**src/rtl/imm_branch_pkg.sv**
```systemverilog
// imm_branch_pkg: shared types and constants for the immediate / branch-target
// generator.
//   mode_t  - request mode encoding (SEXT, ZEXT, UPPER, BRANCH)
//   PC_STEP - distance from the current instruction to the next one
package imm_branch_pkg;

   typedef enum logic [1:0] {
      MODE_SEXT   = 2'b00,
      MODE_ZEXT   = 2'b01,
      MODE_UPPER  = 2'b10,
      MODE_BRANCH = 2'b11
   } mode_t;

   localparam int PC_STEP = 4;

endpackage

```
**src/rtl/imm_ext_stage.sv**
```systemverilog
// imm_ext_stage: combinational extend/place of a raw immediate.
//   i_mode - request mode
//   i_imm  - raw immediate, IN_W bits
//   o_ext  - extended or placed value, OUT_W bits
// BRANCH produces the sign-extended immediate; shifting and the pc add happen
// downstream.
module imm_ext_stage
   import imm_branch_pkg::*;
#(
   parameter int IN_W  = 16,
   parameter int OUT_W = 32
) (
   input  mode_t              i_mode,
   input  logic [IN_W-1:0]    i_imm,
   output logic [OUT_W-1:0]   o_ext
);

   always_comb begin
      o_ext = '0;
      case (i_mode)
         MODE_SEXT:   o_ext = {{(OUT_W-IN_W){i_imm[IN_W-1]}}, i_imm};
         MODE_ZEXT:   o_ext = {{(OUT_W-IN_W){1'b0}}, i_imm};
         MODE_UPPER:  o_ext = {i_imm, {(OUT_W-IN_W){1'b0}}};
         MODE_BRANCH: o_ext = {{(OUT_W-IN_W){i_imm[IN_W-1]}}, i_imm};
         default:     o_ext = '0;
      endcase
   end

endmodule

```
**src/rtl/imm_branch_gen.sv**
```systemverilog
// imm_branch_gen: two-stage valid/ready pipeline producing extended immediates
// and branch targets.
//   clk, rst              - clock, synchronous active-high reset
//   in_valid/in_ready     - request handshake
//   in_mode, in_imm, in_pc- request fields
//   out_valid/out_ready   - result handshake
//   out_data              - result
//   out_ovf               - branch-target wrap flag (only with IMM_BRANCH_OVF_EN)
// S1 holds the extended value, mode and pc; S2 holds the final result.
// Optional feature macro: IMM_BRANCH_OVF_EN.
module imm_branch_gen
   import imm_branch_pkg::*;
#(
   parameter int IN_W  = 16,
   parameter int OUT_W = 32,
   parameter int SHAMT = 2
) (
   input  logic              clk,
   input  logic              rst,
   input  logic              in_valid,
   output logic              in_ready,
   input  logic [1:0]        in_mode,
   input  logic [IN_W-1:0]   in_imm,
   input  logic [OUT_W-1:0]  in_pc,
   output logic              out_valid,
   input  logic              out_ready,
   output logic [OUT_W-1:0]  out_data
`ifdef IMM_BRANCH_OVF_EN
   ,
   output logic              out_ovf
`endif
);

   logic              r_s1_valid;
   logic [OUT_W-1:0]  r_s1_ext;
   mode_t             r_s1_mode;
   logic [OUT_W-1:0]  r_s1_pc;

   logic              r_s2_valid;
   logic [OUT_W-1:0]  r_s2_data;

   logic [OUT_W-1:0]  w_ext;
   logic [OUT_W-1:0]  w_result;
   logic              w_s2_ready;
   logic              w_s1_adv;

   imm_ext_stage #(
      .IN_W  (IN_W),
      .OUT_W (OUT_W)
   ) u_ext (
      .i_mode (mode_t'(in_mode)),
      .i_imm  (in_imm),
      .o_ext  (w_ext)
   );

   assign w_s2_ready = !r_s2_valid || out_ready;
   assign w_s1_adv   = r_s1_valid && w_s2_ready;
   assign in_ready   = !r_s1_valid || w_s1_adv;

`ifdef IMM_BRANCH_OVF_EN
   // Four guard bits hold the full signed sum: |offset| <= 2^(OUT_W+2) and
   // pc < 2^OUT_W. Any nonzero guard bit means the target left [0, 2^OUT_W).
   localparam int WW = OUT_W + 4;
   logic [WW-1:0] w_sum_wide;
   logic          w_ovf;
   logic          r_s2_ovf;

   assign w_sum_wide = {4'b0000, r_s1_pc} + WW'(PC_STEP)
                     + ({{4{r_s1_ext[OUT_W-1]}}, r_s1_ext} << SHAMT);
   assign w_ovf      = (r_s1_mode == MODE_BRANCH) && (|w_sum_wide[WW-1:OUT_W]);
   assign w_result   = (r_s1_mode == MODE_BRANCH) ? w_sum_wide[OUT_W-1:0] : r_s1_ext;
   assign out_ovf    = r_s2_ovf;
`else
   logic [OUT_W-1:0] w_branch;

   // Shifted-out high bits of the offset and the carry are simply discarded.
   assign w_branch = r_s1_pc + OUT_W'(PC_STEP) + (r_s1_ext << SHAMT);
   assign w_result = (r_s1_mode == MODE_BRANCH) ? w_branch : r_s1_ext;
`endif

   always_ff @(posedge clk) begin
      if (rst) begin
         r_s1_valid <= 1'b0;
         r_s1_ext   <= '0;
         r_s1_mode  <= MODE_SEXT;
         r_s1_pc    <= '0;
         r_s2_valid <= 1'b0;
         r_s2_data  <= '0;
`ifdef IMM_BRANCH_OVF_EN
         r_s2_ovf   <= 1'b0;
`endif
      end else begin
         if (in_ready) begin
            r_s1_valid <= in_valid;
            if (in_valid) begin
               r_s1_ext  <= w_ext;
               r_s1_mode <= mode_t'(in_mode);
               r_s1_pc   <= in_pc;
            end
         end
         // S2 data only changes when it loads a new result, so it holds
         // steady while stalled.
         if (w_s2_ready) begin
            r_s2_valid <= r_s1_valid;
            if (r_s1_valid) begin
               r_s2_data <= w_result;
`ifdef IMM_BRANCH_OVF_EN
               r_s2_ovf  <= w_ovf;
`endif
            end
         end
      end
   end

   assign out_valid = r_s2_valid;
   assign out_data  = r_s2_data;

endmodule

```
**config.mk**
```make
export PLATFORM = sky130hd
export DESIGN_NAME = imm_branch_gen
export DESIGN_NICKNAME = d
export VERILOG_FILES = /design/src/rtl/imm_branch_pkg.sv /design/src/rtl/imm_ext_stage.sv /design/src/rtl/imm_branch_gen.sv
export SDC_FILE = /design/constraint.sdc
export NUM_CORES = 1
export LEC_CHECK = 0
export CAP_MARGIN = 20
export CORE_ASPECT_RATIO = 1.2
export CORE_MARGIN = 1.5
export CORE_UTILIZATION = 30
export DETAILED_ROUTE_END_ITERATION = 6
export GPL_TIMING_DRIVEN = 0
export PLACE_DENSITY = 0.6
export SYNTH_ARGS = -nofsm -noshare
export SYNTH_HDL_FRONTEND = slang
export SYNTH_SLANG_ARGS = --single-unit
```
**constraint.sdc**
```tcl
create_clock -name clk -period 6.3 [get_ports clk]
set_input_delay 1.575 -clock clk [delete_from_list [all_inputs] [get_ports clk]]
set_output_delay 1.575 -clock clk [all_outputs]
set_load 0.005 [all_outputs]
```
## Yosys cells after proc, flatten, opt, wreduce, memory -nomap -nowiden

Cells that the tools add are included.

- Input bits: 54
- Register bits after elaboration: 100
- Output and inout port bits: 34

- Add/subtract/negate cells: 2
- Mux-type cells: 2
- Reductions and logical operators: 9
- Eq/ne operators: 4

Operator list:

| operator | number |
|---|---|
| $pmux W32 S3 | 1 |
| $add A32 B3 Y32 const B | 1 |
| $add A32 B32 Y32 | 1 |
| $mux W32 | 1 |
| $eq A2 B2 Y1 const B | 3 |
| $reduce_and A2 Y1 | 2 |
| $eq A2 B1 Y1 const B | 1 |
| $logic_not A1 Y1 | 2 |
| $logic_not A2 Y1 | 1 |
| $logic_or A1 B1 Y1 | 2 |
| $reduce_or A2 Y1 | 1 |
| $logic_and A1 B1 Y1 | 1 |

## Depth between registers and ports, before layout

- Word-level depth: 5
- Gate-level depth with buffers: 12
- Depth with buffers taken out: 12

## By module

From an unflattened synthesis, not the netlist that was laid out.

- Cells, all modules: 816
- Area, all modules: 6197.2 um^2

Modules (own cells, without submodules):

| module | sequential area each (um^2) | cells an instance | instances | area each (um^2) |
|---|---|---|---|---|
| imm_branch_gen | 2001.9 | 756 | 1 | 5823.1 |
| imm_ext_stage | 0.0 | 60 | 1 | 374.1 |

## Least setup slack after synthesis

OpenSTA, ideal clock, no wires.

- Path type: input-to-output
- Start point: input out_ready
- End point: output in_ready
- Required time: 4725 ps
- Path buffers: 0
- Cell stages on the path: 2
- Arrival time: 1837 ps
- Setup slack: 2888 ps
- Cells stage by stage: nor2b_1 > nand2_1

- Longest elaborated chain between the ends: 3

RTL lines:

| element | line | text |
|---|---|---|
| start, declared | imm_branch_gen.sv:26 | `input logic out_ready,` |
| $logic_or A1 B1 Y1 | imm_branch_gen.sv:56 | `assign w_s2_ready = !r_s2_valid \|\| out_ready;` |
| $logic_and A1 B1 Y1 | imm_branch_gen.sv:57 | `assign w_s1_adv = r_s1_valid && w_s2_ready;` |
| $logic_or A1 B1 Y1 | imm_branch_gen.sv:58 | `assign in_ready = !r_s1_valid \|\| w_s1_adv;` |
| end, declared | imm_branch_gen.sv:21 | `output logic in_ready,` |

Every way passes these cells.

## Final worst setup path

Ends and elaborated chain as after synthesis.

==> results.yml <==
status:
  status: "finished clean"
synth:
  synth_edf_count: 0
  yosysUniqueCellTypes: 59
  synthArstFlopShare_pct: 0
  synth.avg_cell_area_um2: 7.85
  ys_seq_area_share_pct: 33.3
  netlist_area_um2: 6010
  synth_area_leader_cell: "dfxtp_1"
  syn_inst: 765
  yosys_most_used_dff: "dfxtp_1"
  ys_top_cells_by_area: "dfxtp_1 (33%), ha_1 (12%), a21oi_1 (10%)"
  synth_most_common_cell: "nand2_1"
  synthTopCellsByCount: "nand2_1 (131), a21oi_1 (125), dfxtp_1 (100), ha_1 (59), nor2_1 (52)"
  syn-num-nets: 879
  synth-seq-cells: 100
  synth_warnings: 0
  yosysTopAreaCellShare_pct: 33.3
job:
  drv_cap: 0
critical_path:
  slowest_delay_ns: 0.46
  worstPathCellList: "clkdlybuf4s50_1 > nor2b_1 > nand2_1 > clkdlybuf4s50_1"
  cp.depth: 4
  arrival_ns: 2.78
  path_class: "in2out"
  crit_path_frequent_cell: "clkdlybuf4s50_1"
  crit_path_end_kind: "primary output"
  critPathTopFamily: "buffers and inverters"
  path_max_fanout: 3
  cp.buffers_inverters: 2
  cp.required_ns: 4.72
  start_kind: "primary input"
  cp_slowest_cell: "clkdlybuf4s50_1"
  reg2reg_depth: 10
routing:
  ant_nets: 0
  drc: 0
  via_per_inst: 5.16
  drt_iter0_drc: 356
  wl_um: 19400
  drtPass1Iterations: 5
  dr_total_vias: 5824
  detail_route.wl_per_cell_um: 17.2
placement:
  port_buffers: 87
  place_congestion: 0.899
  dp_hpwl_um: 15100
  dp.cells: 1113
cts:
  cts_buffers: 9
  cts-htree-levels: 3
  cts_root_buf: "clkbuf_16"
  cts_tree: "done"
  ctsResizeCount: 0
  numClockSinks: 100
  clk_pin_slew_ns: 0.07
  clock_latency_ns: 0.36
  cts_hold_buf: 0
  cts_setup_buffers: 0
  cts_max_path_buffers: 2
sta:
  worstMarginPinSlew_ns: 0.745
  fmax_mhz: 230
  fin_skew_ns: 0.0106
  slew_headroom_pct: 50.4
  hold_violations: 0
  slew_viol_final: 0
  tns_ns: 0
  rsz0062_at_grt: "no"
  fin_crit_sh_pct: 69.1
  setup_viol: 0
  period_needed_ns: 4.35
global_routing:
  grt_pass1_vias: 5679
  use_met1_pct: 23.6
  grt_use_total_pct: 19.0
  met3_usage_pct: 2.66
  grt_max_degree: 17
  grt_util_met2_pct: 32.9
  overflow: 0
  antenna_found_initial: 0
  grt-busiest-layer: "met2"
  grt_first_pass_wirelength_um: 30600
final_layout:
  drive_gt1_share_pct: 4.61
  final_cells: 1129
  fillers: 2092
  final_nets: 977
  area_growth_pct: 25.0
  antenna_cells: 0
floorplanning:
  start_util_pct: 30.6
  dieArea_um2: 20900
  dieWidth_um: 132
  io_pins: 88
  die_h_um: 158
  fp-row-count: 56
  coreArea_um2: 19600
power:
  peakVddDrop_v: 0.000160
  p_leak_nw: 3.01
  power_density_nw_per_um2: 208
min_path:
  hold_path_class: "reg2reg"
  hold_depth: 2
per-stage QoR:
step                hold WS, ns  total power, mW  utilization [%]  setup slack [ns]  cell area, µm²
floorplan                 0.427            0.873                -              2.89            6010
global placement          0.442            0.993             36.7              1.94            7210
detailed placement        0.448            0.995             36.7              1.94            7210
CTS                       0.460             1.57             38.3              1.93            7510
global route              0.482             1.63             38.3              1.86            7510
finish                    0.456             1.56             38.3              1.95            7510
worst reg2reg max path: stages, from the launching register on:
cell	delay (ns)
dfxtp_1	0.34
ha_1	0.30
ha_1	0.24
fa_1	0.44
a211oi_1	0.47
o21ai_0	0.21
a21boi_0	0.38
o21ai_0	0.33
a41oi_1	0.39
xor2_1	0.11
a221oi_1	0.24
cell families after synthesis:
family / count (synthesis) / share of synthesized area (%)
AOI/OAI and AO/OA: 241 / 25.0
xor gates and xnor gates: 18 / 2.62
adders and majority gates: 60 / 12.6
buffers and inverters: 66 / 5.19
DFF: 100 / 33.3
muxes: 3 / 0.500
and+or+nand+nor: 277 / 20.7
flip-flops by register name (all words and copies together), names as in the netlist:
signal      flops
r_s1_ext       32
r_s1_valid      1
out_data       32
r_s1_pc        32
r_s1_mode       2
out_valid       1
final cells by class:
| type | instances | area [µm²] | share of cell area (%) |
|---|---|---|---|
| buffer | 54 | 267 | 3.55 |
| multi-input combinational | 599 | 3690 | 49.2 |
| tap | 261 | 327 | 4.35 |
| sequential | 100 | 2000 | 26.7 |
| clock buffer | 11 | 243 | 3.23 |
| clock inverter | 5 | 61.3 | 0.816 |
| inverter | 12 | 45.0 | 0.600 |
| timing repair buffer | 87 | 871 | 11.6 |
power by group:
group | internal, mW | total (mW) | leakage (nW) | switching [mW]
clock network | 0.320 | 0.582 | 0.138 | 0.262
registers | 0.665 | 0.694 | 0.820 | 0.0282
logic | 0.128 | 0.288 | 2.06 | 0.159
total | 1.11 | 1.56 | 3.01 | 0.450
layout by cell type (no fill, tap or decap), drive strengths merged, types with 5 or more instances in the layout:
| master | count |
|---|---|
| nand2 | 132 |
| a21oi | 125 |
| dfxtp | 100 |
| clkdlybuf4s50 | 87 |
| ha | 59 |
| clkbuf | 53 |
| nor2 | 52 |
| nor3 | 26 |
| nand3 | 24 |
| o21ai | 24 |
| a21o | 18 |
| a211oi | 18 |
| inv | 12 |
| xnor2 | 12 |
| buf | 11 |
| and2 | 8 |
| a311oi | 7 |
| and3 | 7 |
| and4 | 7 |
| o21a | 6 |
| o211ai | 6 |
| xor2 | 6 |
| nand4 | 5 |
| o21bai | 5 |
| a21boi | 5 |
| o22ai | 5 |
metal layers:
metal | part of all wire, % | routed length, µm | up-vias
li1 | - | - | 2931
met1 | 45 | 8760 | 2713
met2 | 48 | 9250 | 156
met3 | 4.5 | 871 | 24
met4 | 2.5 | 487 | 0
met5 | 0 | 0 | -
path summary, 6_finish.rpt:
path                            start                   endpoint  slack [ns]
max reg2reg  r_s1_ext[1]$_SDFFE_PP0P_  out_data[29]$_SDFFE_PP0P_        2.76
min reg2reg   r_s1_pc[1]$_SDFFE_PP0P_    r_s1_pc[1]$_SDFFE_PP0P_        0.46
max                         out_ready                   in_ready        1.95
min           r_s1_pc[1]$_SDFFE_PP0P_    r_s1_pc[1]$_SDFFE_PP0P_        0.46
No activity file was read; power rests on OpenSTA's default activity.
